### src/rtl/store_aligner_buffer.sv
// Store-side byte-lane aligner with a small FIFO that drains aligned stores to data memory.
// Illegal or misaligned stores are dropped and flagged with a one-cycle st_err pulse.
module store_aligner_buffer #(
    parameter int DEPTH = 4,
    parameter int AW    = 32
) (
    input  logic                   clk,
    input  logic                   rst_n,
    input  logic                   st_valid,
    output logic                   st_ready,
    input  logic [AW-1:0]          st_addr,
    input  logic [31:0]            st_data,
    input  logic [2:0]             st_func3,
    output logic                   st_err,
    output logic                   dm_req,
    input  logic                   dm_ready,
    output logic [AW-1:0]          dm_addr,
    output logic [31:0]            dm_wdata,
    output logic [3:0]             dm_wstrb,
    output logic                   sb_empty,
    output logic [$clog2(DEPTH):0] sb_count
);

    localparam int PW = $clog2(DEPTH);
    localparam int CW = PW + 1;
    localparam logic [CW-1:0] FULL = CW'(DEPTH);

    typedef struct packed {
        logic        legal;
        logic [31:0] wdata;
        logic [3:0]  wstrb;
    } align_t;

    function automatic align_t align_store(input logic [2:0]  func3,
                                           input logic [1:0]  ofs,
                                           input logic [31:0] data);
        align_t r;
        r = '0;
        case (func3)
            3'b000: begin
                r.legal = 1'b1;
                r.wstrb = 4'b0001 << ofs;
                r.wdata = {4{data[7:0]}};
            end
            3'b001: begin
                r.legal = ~ofs[0];
                r.wstrb = ofs[1] ? 4'b1100 : 4'b0011;
                r.wdata = {2{data[15:0]}};
            end
            3'b010: begin
                r.legal = (ofs == 2'b00);
                r.wstrb = 4'b1111;
                r.wdata = data;
            end
            default: r.legal = 1'b0;
        endcase
        return r;
    endfunction

    logic [PW-1:0] wr_ptr;
    logic [PW-1:0] rd_ptr;
    logic [CW-1:0] count;
    align_t        algn_p0;
    logic          vld_p0;
    logic          enq;
    logic          deq;

    logic [AW-3:0] buf_addr_p1  [DEPTH];
    logic [31:0]   buf_wdata_p1 [DEPTH];
    logic [3:0]    buf_wstrb_p1 [DEPTH];

    // Stage p0: combinational alignment of the incoming request
    assign algn_p0 = align_store(st_func3, st_addr[1:0], st_data);
    assign vld_p0  = st_valid & st_ready;
    assign enq     = vld_p0 & algn_p0.legal;
    assign deq     = dm_req & dm_ready;

    // Stage p1: buffer storage (data only, no reset)
    always_ff @(posedge clk) begin
        if (enq) begin
            buf_addr_p1[wr_ptr]  <= st_addr[AW-1:2];
            buf_wdata_p1[wr_ptr] <= algn_p0.wdata;
            buf_wstrb_p1[wr_ptr] <= algn_p0.wstrb;
        end
    end

    always_ff @(posedge clk or negedge rst_n) begin
        if (!rst_n) begin
            wr_ptr <= '0;
            rd_ptr <= '0;
            count  <= '0;
            st_err <= 1'b0;
        end else begin
            st_err <= vld_p0 & ~algn_p0.legal;
            if (enq) begin
                wr_ptr <= wr_ptr + PW'(1);
            end
            if (deq) begin
                rd_ptr <= rd_ptr + PW'(1);
            end
            case ({enq, deq})
                2'b10:   count <= count + CW'(1);
                2'b01:   count <= count - CW'(1);
                default: count <= count;
            endcase
        end
    end

    // Head outputs are forced to zero while empty so unwritten storage never leaks out
    assign st_ready = (count != FULL);
    assign dm_req   = (count != '0);
    assign dm_addr  = dm_req ? {buf_addr_p1[rd_ptr], 2'b00} : '0;
    assign dm_wdata = dm_req ? buf_wdata_p1[rd_ptr] : '0;
    assign dm_wstrb = dm_req ? buf_wstrb_p1[rd_ptr] : '0;
    assign sb_empty = (count == '0);
    assign sb_count = count;

endmodule

### config.mk
export PLATFORM = sky130hd
export DESIGN_NAME = store_aligner_buffer
export DESIGN_NICKNAME = d
export VERILOG_FILES = /design/src/rtl/store_aligner_buffer.sv
export SDC_FILE = /design/constraint.sdc
export NUM_CORES = 1
export LEC_CHECK = 0
export CAP_MARGIN = 20
export CORE_AREA = 3 3 219 135
export DETAILED_ROUTE_END_ITERATION = 10
export DIE_AREA = 0 0 222 138
export PLACE_DENSITY = 0.7
export SLEW_MARGIN = 10
export SYNTH_ARGS = -nofsm -noshare
export SYNTH_HDL_FRONTEND = slang
export SYNTH_SLANG_ARGS = --single-unit
### constraint.sdc
create_clock -name clk -period 4.3 [get_ports clk]
set_clock_uncertainty 0.1 [all_clocks]
set_input_delay 0.86 -clock clk [delete_from_list [all_inputs] [get_ports clk]]
set_output_delay 0.86 -clock clk [all_outputs]
set_load 0.005 [all_outputs]
* Word level (Yosys, flattened, before mapping) *
Memories as Yosys holds them, arrays and structs flattened.
Index checks and enable logic that the tools add are counted.

storage, ports and cells
  flip-flop bits (word level) = 8
  latch bits = 0
  RAM bits = 264
  memory bits (read-only) = 0
  input port bits = 71
  output and inout port bits = 75
  word-level logic and storage cells = 37
  memories kept = 3

memories
  memory        depth  bits a word  read ports  clocked after Yosys merged registers in  wr ports  RTL line  text
  buf_wdata_p1  4      32           1           0                                        1         69        logic [31:0] buf_wdata_p1 [DEPTH];
  buf_addr_p1   4      30           1           0                                        1         68        logic [AW-3:0] buf_addr_p1 [DEPTH];
  buf_wstrb_p1  4      4            1           0                                        1         70        logic [3:0] buf_wstrb_p1 [DEPTH];

operators by class
  $add $sub $neg = 4
  multiply operators = 0
  div/mod/pow operators = 0
  order comparisons = 0
  equality and inequality tests = 5
  shift-type cells = 1
  mux-type cells = 9
  bitwise logic cells = 6
  reductions and logical operators = 5

operators by type and width
  kind                                               count
  one-hot mux 36 bit (3 select lines)                1
  2-to-1 mux 32 bit                                  2
  2-to-1 mux 4 bit                                   2
  zero test 3 bit                                    2
  one-hot mux 3 bit (2 select lines)                 1
  adder 2 x 1 -> 2 bit (second input constant)       2
  bitwise AND 1 bit                                  4
  left shift 1 x 2 -> 4 bit (first input constant)   1
  adder 3 x 1 -> 3 bit (second input constant)       1
  == test 3 x 1 -> 1 bit (second input constant)     1
  == test 3 x 2 -> 1 bit (second input constant)     1
  != test 3 bit (second input constant)              1
  one-hot mux 1 bit (3 select lines)                 1
  nonzero test 3 bit                                 1
  subtractor 3 x 1 -> 3 bit (second input constant)  1
  == test 2 x 1 -> 1 bit (second input constant)     1
  == test 2 bit (second input constant)              1
  zero test 2 bit                                    1
  2-to-1 mux 1 bit                                   2
  NOT 1 bit                                          2
  nonzero test 2 bit                                 1

* Depth between registers and ports, before layout *
Gate-level depths: netlist of run 1.

  depth after elaboration = 5
  mapped depth = 11

* Least setup slack after synthesis of run 1 *
No wires, ideal clock.

  path kind = in2reg
  from = input port st_func3[0]
  to = memory buf_addr_p1[0][0] in the netlist's numbering (enable)
  setup time = 431 ps
  data arrival time = 3078 ps
  setup slack = 691 ps
  cell stages on the path = 5
  cells stage by stage = buf_2 -> a21oi_1 -> nor2_1 -> nor3_4 -> and2_1

on the way
  cells in the longest elaborated chain, start to end = 5

RTL lines
  what                                            RTL line  text
  start: declaration                              13        input logic [2:0] st_func3,
  == test 3 x 2 -> 1 bit (tied with other cells)  39        case (func3)
  one-hot mux 1 bit (3 select lines) (*)          39
  bitwise AND 1 bit (*)                           75        assign enq = vld_p0 & algn_p0.legal;
  2-to-1 mux 1 bit (*)                            80        if (enq) begin
  2-to-1 mux 1 bit (implied by the code) (*)      81        buf_addr_p1[wr_ptr] <= st_addr[AW-1:2];
  end: declaration                                68

Every way passes the cells marked *; elsewhere a longest branch is shown, timed or not.

* Final worst setup path of run 1 *
  from = register rd_ptr[0]
  to = output port dm_wdata[7]

on the way
  cells in the longest elaborated chain, start to end = 2

RTL lines
  what                      RTL line  text
  start: declaration        61        logic [PW-1:0] rd_ptr;
  start signal: assignment  99        rd_ptr <= rd_ptr + PW'(1);
  memory read (4 x 32 bit)  -
  2-to-1 mux 32 bit         113       assign dm_wdata = dm_req ? buf_wdata_p1[rd_ptr] : '0;
  end: declaration          18        output logic [31:0] dm_wdata,

No other way between the ends.

==> impl_results.md, run 1 <==
- Worst slack after detailed placement: 0.943 ns
- Global-route wire length before repair: 36.9 mm
- Clock tree buffer depth: 3
- Measured slew at the worst slew-check pin: 0.568 ns
- CP Cell Sequence: buf_4 -> mux4_2 -> and2_1 -> clkdlybuf4s50_1
- Share of the yosys chip area belonging to registers: 0.736
- TritonCTS Buffers: 26
- Largest vdd supply drop: 340 uV
- Clk sink count: 272
- Synthesis Warnings: 0
- Pin count of the biggest net entering global routing: 41
- DR vias: 5675
- Post-synthesis share of cell area spent on full adders, half adders and majority gates: 0.00747
- Element type at the critical path start: flop
- Main combinational cell family by area after synthesis: multiplexers
- P&R area growth vs syn: 24.2%
- Cell area after placement: 12900 um^2
- Async SR Flop Fraction: 0.0294
- Antenna violations before repair: 1
- Placer congestion estimate: 0.767
- Top cells by area, synth: sky130_fd_sc_hd__edfxtp_1, sky130_fd_sc_hd__mux4_2, sky130_fd_sc_hd__and2_1
- Number of enable-type register cells in the synthesized netlist: 264
- Total setup buffers inserted after CTS: 0
- Floorplan core area: 27600 um^2
- Achievable clock frequency: 0.268 GHz
- Hold buffer count at CTS: 0
- Leading area contributor after synthesis: sky130_fd_sc_hd__edfxtp_1
- Total non-filler cell area in the finished layout: 13700 um^2
- GR Util All Layers: 0.156
- Average routed wire per standard cell: 21.4 um
- Boundary pin count: 146
- Post-route total power: 8.07 mW
- Number of H-tree levels: 1
- DIE AREA: 30600 um^2
- Total negative slack: 0 ns
- Clock transition at the registers of the reported paths: 0.06 ns
- Leakage power total: 4.50 nW
- Top cells by count, synth: sky130_fd_sc_hd__edfxtp_1, sky130_fd_sc_hd__and2_1, sky130_fd_sc_hd__mux4_2, sky130_fd_sc_hd__a21oi_1, sky130_fd_sc_hd__nor2_1
- Residual DRC: 0
- Post-synthesis average cell area: 19.3 um^2
- Critical Path Sink Type: output port
- Area fraction of the dominant cell type after synthesis: 0.717
- Antenna-violating nets left: 0
- Synth Area in Simple Gates: 0.0702
- Time the worst path needs with I/O delays and setup: 3.74 ns
- Initial cell density of the core: 0.401
- Number of distinct library cell variants in the gate-level netlist after synthesis: 30
- RSZ-0062 raised after global routing: false
- Global-route congestion overflow total: 0
- Number of antenna diodes: 0
- Clock Latency Late Sink: 0.53 ns
- Max Fanout on Critical Path: 22
- Number of instances in the synthesized netlist: 572
- Compound-cell area share of the yosys netlist: 0.0147
- Max-cap viol count: 0
- Detail Placement HPWL: 15.0 mm
- Worst min-delay path class: reg2reg
- Top FF cell, synth: sky130_fd_sc_hd__edfxtp_1
- Arrival time reported for the critical path endpoint: 2.78 ns
- Cell at the root of the clock tree: sky130_fd_sc_hd__clkbuf_16
- Period Utilization, post-route: 0.869
- Final Routed Wirelength: 23.8 mm
- Post-layout nets: 803
- Crit-path slowest cell: sky130_fd_sc_hd__dfrtp_4
- Via count of the first global-routing pass: 5925
- Setup Viol. Count Final: 0
- Delay of the slowest cell on the worst path: 0.73 ns
- Fraction of layout instances using a drive strength above 1: 0.180
- Cells resized by post-CTS repair: 0
- Initial drt markers: 477
- Type of the setup path with the least slack: reg2out
- Fraction of synthesized area in multiplexers: 0.144
- Pwr dens: 588 nW/um^2
- Total count of hold-check failures in the final report: 0
- Horizontal extent of the die: 222 um
- Slew Limit Fails: 0
- Max-slew headroom at the worst pin: 0.621
- Number of port buffers: 143
- Clock tree from TritonCTS: yes
- DR pass1 iterations: 4
- Netlist area before placement: 11000 um^2
- Critical Path RT: 3.34 ns
- Run status: finished clean
- Vias per Instance: 5.11
- #FFs+latches synth: 272
- Leading cell type by number of instances after synthesis: sky130_fd_sc_hd__edfxtp_1
- Xor and xnor area share after synthesis: 0.00555
- Vertical extent of the die: 138 um
- Number of rows created at floorplan: 47
- Worst Setup Slack, final: 0.564 ns
kinds of logic after synthesis:
logic type               Yosys count
flip-flops                       272
AND/OR/NAND/NOR                  137
adder cells (fa/ha/maj)            6
XOR/XNOR                           7
AO/OA/AOI/OAI                     30
buffers and inverters             43
multiplexers                      76
other                              1
path summary, 6_finish.rpt:
| path | startpoint | cells after the start | slack (ns) | end |
|---|---|---|---|---|
| worst max-delay path | rd_ptr[0]$_DFFE_PN0P_ | 4 | 0.56 | dm_wdata[7] |
| worst max register to register | sb_count[0]$_DFFE_PN0P_ | 8 | 1.77 | sb_count[2]$_DFFE_PN0P_ |
| worst min register to register | wr_ptr[1]$_DFFE_PN0P_ | 1 | 0.48 | wr_ptr[1]$_DFFE_PN0P_ |
| max in group asynchronous | rst_n | 1 | 3.20 | rd_ptr[0]$_DFFE_PN0P_ |
| min in group asynchronous | rst_n | 1 | 0.54 | rd_ptr[1]$_DFFE_PN0P_ |
| worst min-delay path | wr_ptr[1]$_DFFE_PN0P_ | 1 | 0.48 | wr_ptr[1]$_DFFE_PN0P_ |
per-stage QoR:
| step | std cells | util | hold WS, ns |
|---|---|---|---|
| floorplan | 573 | - | 0.390 |
| global placement | 1065 | 0.469 | 0.472 |
| detailed placement | 1065 | 0.469 | 0.473 |
| CTS | 1110 | 0.498 | 0.488 |
| global route | 1110 | 0.498 | 0.534 |
| finish | 1110 | 0.498 | 0.478 |
report_power, final:
| part | internal [mW] | leakage [nW] | switching, mW |
|---|---|---|---|
| clock | 1.17 | 0.380 | 0.941 |
| sequential | 3.09 | 2.50 | 0.197 |
| combinational | 1.67 | 1.62 | 0.995 |
| total | 5.94 | 4.50 | 2.13 |
routing by layer:
layer / global-route usage / wire length (um) / up-vias
met5: 0 / 20 / -
met4: 0.0309 / 333 / 2
met3: 0.0362 / 1730 / 36
met2: 0.233 / 10600 / 203
met1: 0.239 / 11100 / 2900
li1: - / - / 2534
flip-flops by register name, summed over array words and instances, names as in the netlist:
register	count
sb_count	3
wr_ptr	2
buf_wstrb_p1	16
rd_ptr	2
buf_addr_p1	120
buf_wdata_p1	128
st_err	1
placed cells by master (no fill, tap or decap), drive strengths merged:
master	count
xnor2	3
edfxtp	264
nor2b	11
nand2	12
ha	5
mux2	1
nand2b	1
clkdlybuf4s50	143
dfrtp	8
inv	9
clkinvlp	2
clkinv	10
or3b	1
conb	2
clkbuf	31
fa	1
xor2	4
mux4	66
a22oi	3
o21a	2
mux2i	9
a21oi	25
bufinv	1
nor3	2
or3	1
and2	79
buf	17
or2	5
nor2	25
worst max-delay path: cells and delay by family (launching register included):
family | cells | cell delay (ns)
buffers and inverters | 2 | 0.78
flip-flops | 1 | 0.73
multiplexers | 1 | 0.52
AND/OR/NAND/NOR | 1 | 0.21
area by class of cell:
class,count,area (um^2)
timing repair buffer,160,1630
tap,367,459
sequential,272,8140
clock buffer,31,669
multi-input combinational,258,2690
clock inverter,14,111
inverter,8,30.0
fill,2312,13900
(Power assumes the default switching activity.)
==> run 2, diff against run 1 <==
--- a/config.mk
+++ b/config.mk
@@ -9,7 +9,8 @@
 export CORE_AREA = 3 3 219 135
 export DETAILED_ROUTE_END_ITERATION = 10
 export DIE_AREA = 0 0 222 138
-export PLACE_DENSITY = 0.7
+export HOLD_SLACK_MARGIN = 0.06
+export PLACE_DENSITY_LB_ADDON = 0.25
 export SLEW_MARGIN = 10
 export SYNTH_ARGS = -nofsm -noshare
 export SYNTH_HDL_FRONTEND = slang
==> impl_results.md, run 2 (same netlist as run 1, synthesis figures left out) <==
- Run status: finished clean
- Largest reg by FF count: buf_wdata_p1
- Final Routed Wirelength: 24.2 mm
- Total count of hold-check failures in the final report: 0
- Detail Placement HPWL: 15.8 mm
- DR vias: 5678
- Total buffers and inverters traversed by the critical path: 2
- Cells resized by post-CTS repair: 0
- Crit path max-delay family: flip-flops
- Residual DRC: 0
- DIE AREA: 30600 um^2
- Arrival time reported for the critical path endpoint: 2.84 ns
- CP Cell Sequence: buf_4 -> mux4_2 -> and2_1 -> clkdlybuf4s50_1
- Number of H-tree levels: 1
- Commonest cells after routing, fill and taps aside: sky130_fd_sc_hd__edfxtp_1, sky130_fd_sc_hd__clkdlybuf4s50_1, sky130_fd_sc_hd__and2_1
- Worst min-delay path class: reg2reg
- Time the worst path needs with I/O delays and setup: 3.80 ns
- Slew Limit Fails: 0
- Vias per Instance: 5.09
- Fraction of layout instances using a drive strength above 1: 0.183
- Cell at the root of the clock tree: sky130_fd_sc_hd__clkbuf_16
- Antenna violations before repair: 0
- Floorplan core area: 27600 um^2
- Pin count of the biggest net entering global routing: 38
- Vertical extent of the die: 138 um
- Measured slew at the worst slew-check pin: 0.617 ns
- Clock tree buffer depth: 3
- Max Fanout on Critical Path: 25
- Max-slew headroom at the worst pin: 0.588
- Critical Path Sink Type: output port
- Global-route wire length before repair: 37.3 mm
- DR pass1 iterations: 4
- Via count of the first global-routing pass: 6043
- GR Util All Layers: 0.158
- Hold buffer count at CTS: 0
- TritonCTS Buffers: 26
- Number of port buffers: 143
- Period Utilization, post-route: 0.883
- P&R area growth vs syn: 24.9%
- Regs by FF count: buf_wdata_p1: 128 flops, buf_addr_p1: 120 flops, buf_wstrb_p1: 16 flops
- Clock transition at the registers of the reported paths: 0.06 ns
- Boundary pin count: 146
- Critical Path RT: 3.34 ns
- Number of rows created at floorplan: 47
- Largest vdd supply drop: 354 uV
- Placer congestion estimate: 0.736
- Type of the setup path with the least slack: reg2out
- Global-route congestion overflow total: 0
- Initial drt markers: 464
- Average routed wire per standard cell: 21.7 um
- Worst Setup Slack, final: 0.502 ns
- Crit-path slowest cell: sky130_fd_sc_hd__dfrtp_4
- Max-cap viol count: 0
- Clk sink count: 272
- Clock tree from TritonCTS: yes
- Fillers: 2255
- Leakage power total: 4.54 nW
- Sequential cell area: 8140 um^2
- Number of flip-flops in the largest register: 128
- Element type at the critical path start: flop
- Area used by multi-input combinational logic: 2690 um^2
- Horizontal extent of the die: 222 um
- Delay of the slowest cell on the worst path: 0.78 ns
- Total setup buffers inserted after CTS: 0
- Setup Viol. Count Final: 0
- Initial cell density of the core: 0.401
- Pwr dens: 593 nW/um^2
- Most common library cell in the layout ignoring fill and taps: sky130_fd_sc_hd__edfxtp_1
- Number of antenna diodes: 0
- Worst slack after detailed placement: 0.979 ns
- Antenna-violating nets left: 0
- Post-layout nets: 806
- Total negative slack: 0 ns
- RSZ-0062 raised after global routing: false
- Achievable clock frequency: 0.263 GHz
- Clock Latency Late Sink: 0.53 ns
-- run 2: worst register-to-register path, stage by stage (launching register included) --
cell,delay [ns]
sky130_fd_sc_hd__dfrtp_1,0.42
sky130_fd_sc_hd__or3_2,0.81
sky130_fd_sc_hd__and2_1,0.34
sky130_fd_sc_hd__ha_1,0.21
sky130_fd_sc_hd__inv_1,0.08
sky130_fd_sc_hd__fa_1,0.18
sky130_fd_sc_hd__xor2_1,0.14
sky130_fd_sc_hd__nor2_1,0.06
sky130_fd_sc_hd__xor2_1,0.14
-- run 2: final timing paths --
kind / slack, ns / depth (start not counted) / from / endpoint
min in group asynchronous: 0.55 / 1 / rst_n / rd_ptr[0]$_DFFE_PN0P_
setup reg to reg: 1.70 / 8 / sb_count[0]$_DFFE_PN0P_ / sb_count[2]$_DFFE_PN0P_
max in group asynchronous: 3.20 / 1 / rst_n / rd_ptr[1]$_DFFE_PN0P_
hold reg to reg: 0.45 / 1 / sb_count[0]$_DFFE_PN0P_ / sb_count[0]$_DFFE_PN0P_
setup / recovery: 0.50 / 4 / rd_ptr[0]$_DFFE_PN0P_ / dm_addr[14]
hold / removal: 0.45 / 1 / sb_count[0]$_DFFE_PN0P_ / sb_count[0]$_DFFE_PN0P_
-- run 2: final cells by class --
class,count,area share
Multi-Input combinational cell,258,0.195
Sequential cell,272,0.590
Timing Repair Buffer,163,0.120
Clock buffer,38,0.0541
Inverter,8,0.00218
Tap cell,367,0.0333
Clock inverter,10,0.00589
-- run 2: where the power goes --
group	switching (mW)	internal, mW
combinational	0.998	1.68
clock	0.941	1.27
sequential	0.213	3.09
-- run 2: metrics by stage --
stage                     instance area (um^2)  cells   util  total power, mW  hold WS [ns]
after global placement                   13000   1068  0.470             6.06         0.410
after detailed placement                 13000   1068  0.470             6.09         0.444
after global routing                     13800   1116  0.500             8.59         0.500
after floorplan                          11100    573      -             4.74         0.390
after CTS                                13800   1116  0.500             8.32         0.450
final                                    13800   1116  0.500             8.19         0.448
-- run 2: metal layers --
layer  vias up  track usage  part of all wire  wire length [um]
met1      2938        0.230              0.46             11000
met5         -            0                 0                 0
met3        28       0.0339             0.064              1550
met4         0       0.0239             0.013               317
met2       178        0.252              0.47             11300
li1       2534            -                 -                 -
